--- src/rtl/pipe_stage_reg.sv ---
// -----------------------------------------------------------------------------
// pipe_stage_reg
//   Generic pipeline stage register for the 5-stage MIPS core. It replaces the
//   fixed IF/ID, ID/EXE, EXE/MEM and MEM/WB registers. It moves a control bundle
//   and a data bundle from one stage to the next with a valid/ready handshake.
//   Control bits are zero whenever the stage holds a bubble, so a killed
//   instruction can never write architectural state.
//
//   Optional feature (compile-time macro PIPE_STAGE_SKID_EN):
//     defined   - a one-entry skid register is added (capacity 2). in_ready
//                 comes straight from a flop, so there is no combinational path
//                 from out_ready to in_ready.
//     undefined - there is no skid register (capacity 1). in_ready is
//                 ~out_valid | out_ready, which is combinational.
//
// Ports
//   clk        in   1       rising-edge clock
//   rst_n      in   1       asynchronous active-low reset
//   flush      in   1       synchronous kill of all held entries
//   in_valid   in   1       upstream presents a beat
//   in_ready   out  1       this stage can accept this cycle
//   in_ctrl    in   CTRL_W  upstream control bundle
//   in_data    in   DATA_W  upstream data bundle
//   out_valid  out  1       held beat is valid
//   out_ready  in   1       downstream accepts this cycle
//   out_ctrl   out  CTRL_W  registered control, zero while out_valid=0
//   out_data   out  DATA_W  registered data, holds last loaded value on bubble
//   stall_cnt  out  CNT_W   saturating count of out_valid & ~out_ready cycles
// -----------------------------------------------------------------------------
module pipe_stage_reg #(
    parameter int DATA_W = 128,
    parameter int CTRL_W = 16,
    parameter int CNT_W  = 16
) (
    input  logic              clk,
    input  logic              rst_n,
    input  logic              flush,
    input  logic              in_valid,
    output logic              in_ready,
    input  logic [CTRL_W-1:0] in_ctrl,
    input  logic [DATA_W-1:0] in_data,
    output logic              out_valid,
    input  logic              out_ready,
    output logic [CTRL_W-1:0] out_ctrl,
    output logic [DATA_W-1:0] out_data,
    output logic [CNT_W-1:0]  stall_cnt
);

    localparam logic [CNT_W-1:0] CNT_MAX = {CNT_W{1'b1}};
    localparam logic [CNT_W-1:0] CNT_ONE = {{(CNT_W-1){1'b0}}, 1'b1};

    logic              valid_q, valid_d;
    logic [CTRL_W-1:0] ctrl_q,  ctrl_d;
    logic [DATA_W-1:0] data_q,  data_d;
    logic [CNT_W-1:0]  cnt_q,   cnt_d;

    logic accept_s;
    logic emit_s;

    assign accept_s  = in_valid & in_ready;
    assign emit_s    = valid_q & out_ready;

    assign out_valid = valid_q;
    assign out_ctrl  = ctrl_q;
    assign out_data  = data_q;
    assign stall_cnt = cnt_q;

    // Stall counter: counts held-but-not-taken cycles and sticks at all-ones.
    always_comb begin
        cnt_d = cnt_q;
        if (valid_q && !out_ready && (cnt_q != CNT_MAX)) begin
            cnt_d = cnt_q + CNT_ONE;
        end else begin
            cnt_d = cnt_q;
        end
    end

`ifdef PIPE_STAGE_SKID_EN
    logic              skid_valid_q, skid_valid_d;
    logic [CTRL_W-1:0] skid_ctrl_q,  skid_ctrl_d;
    logic [DATA_W-1:0] skid_data_q,  skid_data_d;

    // Ready depends only on skid occupancy, so out_ready never reaches in_ready.
    assign in_ready = ~skid_valid_q;

    // Next-state for main and skid entries. Skid is only ever full while main is full.
    always_comb begin
        valid_d      = valid_q;
        ctrl_d       = ctrl_q;
        data_d       = data_q;
        skid_valid_d = skid_valid_q;
        skid_ctrl_d  = skid_ctrl_q;
        skid_data_d  = skid_data_q;
        if (flush) begin
            // Drop everything held, including a beat accepted this cycle; data holds.
            valid_d      = 1'b0;
            ctrl_d       = {CTRL_W{1'b0}};
            skid_valid_d = 1'b0;
        end else if (!valid_q) begin
            if (accept_s) begin
                valid_d = 1'b1;
                ctrl_d  = in_ctrl;
                data_d  = in_data;
            end else begin
                valid_d = 1'b0;
            end
        end else if (emit_s) begin
            if (skid_valid_q) begin
                // Refill from skid first so that order is preserved.
                valid_d      = 1'b1;
                ctrl_d       = skid_ctrl_q;
                data_d       = skid_data_q;
                skid_valid_d = accept_s;
                skid_ctrl_d  = in_ctrl;
                skid_data_d  = in_data;
            end else if (accept_s) begin
                valid_d = 1'b1;
                ctrl_d  = in_ctrl;
                data_d  = in_data;
            end else begin
                // Bubble: control cleared, data left as last loaded.
                valid_d = 1'b0;
                ctrl_d  = {CTRL_W{1'b0}};
            end
        end else begin
            if (accept_s) begin
                // Main is stalled; park the new beat in the skid entry.
                skid_valid_d = 1'b1;
                skid_ctrl_d  = in_ctrl;
                skid_data_d  = in_data;
            end else begin
                skid_valid_d = skid_valid_q;
            end
        end
    end

    // Skid entry registers.
    always_ff @(posedge clk or negedge rst_n) begin
        if (!rst_n) begin
            skid_valid_q <= 1'b0;
            skid_ctrl_q  <= {CTRL_W{1'b0}};
            skid_data_q  <= {DATA_W{1'b0}};
        end else begin
            skid_valid_q <= skid_valid_d;
            skid_ctrl_q  <= skid_ctrl_d;
            skid_data_q  <= skid_data_d;
        end
    end
`else
    // Without a skid entry the stage can take a beat only if it is empty or draining.
    assign in_ready = ~valid_q | out_ready;

    // Next-state for the single main entry.
    always_comb begin
        valid_d = valid_q;
        ctrl_d  = ctrl_q;
        data_d  = data_q;
        if (flush) begin
            // Drop the held beat and any beat accepted this cycle; data holds.
            valid_d = 1'b0;
            ctrl_d  = {CTRL_W{1'b0}};
        end else if (accept_s) begin
            valid_d = 1'b1;
            ctrl_d  = in_ctrl;
            data_d  = in_data;
        end else if (emit_s) begin
            // Bubble: control cleared, data left as last loaded.
            valid_d = 1'b0;
            ctrl_d  = {CTRL_W{1'b0}};
        end else begin
            valid_d = valid_q;
        end
    end
`endif

    // Main output registers and stall counter.
    always_ff @(posedge clk or negedge rst_n) begin
        if (!rst_n) begin
            valid_q <= 1'b0;
            ctrl_q  <= {CTRL_W{1'b0}};
            data_q  <= {DATA_W{1'b0}};
            cnt_q   <= {CNT_W{1'b0}};
        end else begin
            valid_q <= valid_d;
            ctrl_q  <= ctrl_d;
            data_q  <= data_d;
            cnt_q   <= cnt_d;
        end
    end

endmodule

--- config.mk ---
export PLATFORM = sky130hd
export DESIGN_NAME = pipe_stage_reg
export DESIGN_NICKNAME = d
export VERILOG_FILES = /design/src/rtl/pipe_stage_reg.sv
export SDC_FILE = /design/constraint.sdc
export NUM_CORES = 1
export LEC_CHECK = 0
export CAP_MARGIN = 20
export CORE_MARGIN = 2
export CORE_UTILIZATION = 40
export CTS_CLUSTER_DIAMETER = 30
export DETAILED_ROUTE_END_ITERATION = 6
export GPL_ROUTABILITY_DRIVEN = 0
export GPL_TIMING_DRIVEN = 0
export MAX_ROUTING_LAYER = met4
export PLACE_DENSITY = 0.88
export SETUP_SLACK_MARGIN = 0.3
export SLEW_MARGIN = 20
export SYNTH_ARGS = -nofsm -noshare
export SYNTH_HDL_FRONTEND = slang
export SYNTH_SLANG_ARGS = --single-unit
--- constraint.sdc ---
create_clock -name clk -period 4.1 [get_ports clk]
set_input_delay 0.41 -clock clk [delete_from_list [all_inputs] [get_ports clk]]
set_output_delay 0.41 -clock clk [all_outputs]
set_load 0.01 [all_outputs]
==> impl_results.md <==
- Post-Synth Simple-Gate Area: 4.52%
- First-pass GRT wire length: 26000 um
- Cts hold-fix bufs: 0
- Min-delay worst type: in2async
- Core area: 0.0152 mm^2
- Number of setup buffers added after CTS: 0
- Vias in the first global route: 4977
- Length of routed met3 wiring: 1280 um
- Arrival @ worst endpoint: 1.74 ns
- Largest family of logic cells by synthesized area: multiplexers
- Post-Place Cells: 890
- Initial DRC count: 190
- Most frequent cells in the layout: clkdlybuf4s50_1, dfrtp_1, mux2_2, mux2_1, clkbuf_16
- Req. time, crit path: 3.69 ns
- WL per Instance: 18.7 um
- Skew-Pair Late Insertion Delay: 0.40 ns
- Combinational group share of total power: around a quarter
- Sequential Area: 0.00403 mm^2
- Pin count of the biggest net entering global routing: between 80 and 90
- Total CTS buffers: 17
- First-pass iteration count of the detailed router: 4
- Post-synthesis compound-gate area fraction: under 10%
- Fill count: just over 1000
- CP Class: reg2out
- Diode count: 0
- Die height: 129 um
- CTS tree: built
- Clk pwr share: approximately 31%
- Pwr per Cell Area: 452 mW/mm^2
- CTS Sinks: 161
- Least-Margin Pin Slew: 0.749 ns
- Die W: between 100 and 150 um
- Vias post-DR: 4472
- Final Total Pwr: 4.58 mW
- Critical path startpoint: out_valid
- Crit-path max FO: 8
- Element type at the critical path end: primary output
- Tot GR Track Use: 21.4%
- Status: finished clean
- Worst slew margin: 50.1%
- WL final: 17200 um
- Number of library cell types mapped by synthesis: 32
- Crit path time final: roughly 2.2 ns
- Pleak: 4.22 nW
- Adder-Cell Fraction of Synth Area: 0.201%
- P_sw: 1.18 mW
- Layout cells sized above 1: between 10% and 20%
- FF-to-FF Start: out_valid
- Via density per instance: 4.86
- Max clock buf depth: 2
- Fin cells: 921
- Seq cells post-synth: 161
- Sequential power share: 43.6%
- Post-DP HPWL: 13200 um
- Remaining DRCs: 0
- RSZ-0062 raised after global routing: false
- Final setup violating endpoints: 0
- Final period utilization: 52.6%
- Synthesized Nets: 541
- Hold WS: 0.00000561 ns
- Synthesized area: between 0.006 and 0.007 mm^2
- Ports: approximately 310
- Post-Synth XOR/XNOR Area: under 10%
- Number of max-cap violations: 0
- Int Pwr: 3.40 mW
- Worst VDD drop: 0.255 mV
- Avg Synthesized Cell Area: roughly 16 um^2
- Net Sw Frac: 25.8%
- Ys Warns: 0
- Root Driver: clkbuf_16
- Slew Limit Fails: 0
- Wl on met1: 6590 um
- Met2 Wirelength: 8790 um
- Sequential fraction of the synthesis area: 64.7%
- Commonest non-fill, non-tap cell in the layout: clkdlybuf4s50_1
- Mux share of post-synthesis cell area: a little under a quarter
- Fmax achieved: between 400 and 500 MHz
- Area of the multi-input gates: around 0.0020 mm^2
- Hold Fails Final Rpt: 0
- Final ANT Viol Nets: 0
- Area Overhead vs Synth: 62.7%
- I/O Buffers: slightly above 300
- Htree depth: 4
- Total die area: 0.0166 mm^2
- Row cnt: 45
- DR top layer: met4
- Gr ovfl total: 0
- Post-cts sizing count: 0
- Post-layout nets: 871
- Initial core utilization: 41.0%
- Layout Skew: 0.00507 ns
- Nature of the critical path startpoint: flip-flop
- Synth Instances: slightly below 400
- Initial antenna violation count: 0
- Worst-path clk slew: about 0.060 ns
-- power groups by stage --
stage,Clock (mW),Sequential [mW],Combinational (mW)
after global routing,1.52,2.02,1.24
after global placement,0,2.00,1.14
after floorplan,0,2.12,0.276
after CTS,1.45,2.00,1.18
final,1.42,2.00,1.17
after detailed placement,0,2.02,1.18
-- path summary, 6_finish.rpt --
| path | end | slack [ns] | cells after the start |
|---|---|---|---|
| worst max register to register | out_ctrl[5] | 2.00 | 6 |
| max in group asynchronous | out_data[8] | 3.31 | 2 |
| worst max-delay path | in_ready | 1.95 | 4 |
| worst min register to register | out_data[116] | 0.49 | 1 |
| worst min-delay path | stall_cnt[8] | 0.000006 | 1 |
| min in group clk | out_data[116] | 0.49 | 1 |
-- cells by family after synthesis --
kind of cell / count (synthesis)
XOR/XNOR: 13
flip-flops: 161
AND/OR/NAND/NOR: 45
multiplexers: 130
adder cells (fa/ha/maj): 1
buffers and inverters: 21
AO/OA/AOI/OAI: 20
-- metal layers --
metal / vias up / track usage (%)
li1: 2053 / -
met1: 2159 / 23.3
met2: 223 / 36.2
met3: 37 / 6.40
met4: 0 / 9.46
met5: - / -
-- cell type report --
cell class                      count  area share (%)
Timing Repair Buffer              311            30.9
Clock inverter                      9           0.593
Clock buffer                       22            4.68
Buffer                             18            1.44
Multi-Input combinational cell    209            20.1
Inverter                            3           0.111
Sequential cell                   161            39.8
Tap cell                          188            2.32
-- stage by stage --
step | TNS (ns) | setup WS [ns] | util (%) | instance area (um^2)
2_1_floorplan | 0 | 2.32 | - | 6230
3_3_place_gp | -549.72 | -3.42 | 62.9 | 9570
3_5_place_dp | 0 | 1.55 | 63.1 | 9600
4_1_cts | 0 | 1.92 | 66.7 | 10100
5_1_grt | 0 | 1.86 | 66.7 | 10100
6_report | 0 | 1.95 | 66.7 | 10100
-- Yosys cell counts (all sizes together) --
cell type,instances,area [um^2]
and3,1,6.26
ha,1,12.5
nor4,1,12.5
mux2,130,1470
nor2b,1,6.26
a21oi,2,10.0
xor2,7,61.3
nor4b,2,32.5
nor2,10,40.0
xnor2,6,52.6
dfrtp,161,4030
nand3b,1,7.51
or4,1,11.3
a22o,16,140
clkbuf,1,3.75
a211oi,2,15.0
buf,17,143
nand2,7,26.3
and4,1,8.76
nor3b,2,15.0
nand4b,1,8.76
nand4,5,46.3
nand3,7,35.0
nor3,5,25.0
inv,3,11.3
-- critical path, cell delays in order, from the launching register on --
cell and delay [ns]:
dfrtp_1 0.40, nor2b_1 0.13, buf_2 0.16, inv_1 0.09, clkdlybuf4s50_1 0.56
-- flip-flops by register name (all words and copies together), names as in the netlist --
name / count
stall_cnt: 16
out_valid: 1
out_data: 128
out_ctrl: 16
(Power assumes the default switching activity.)
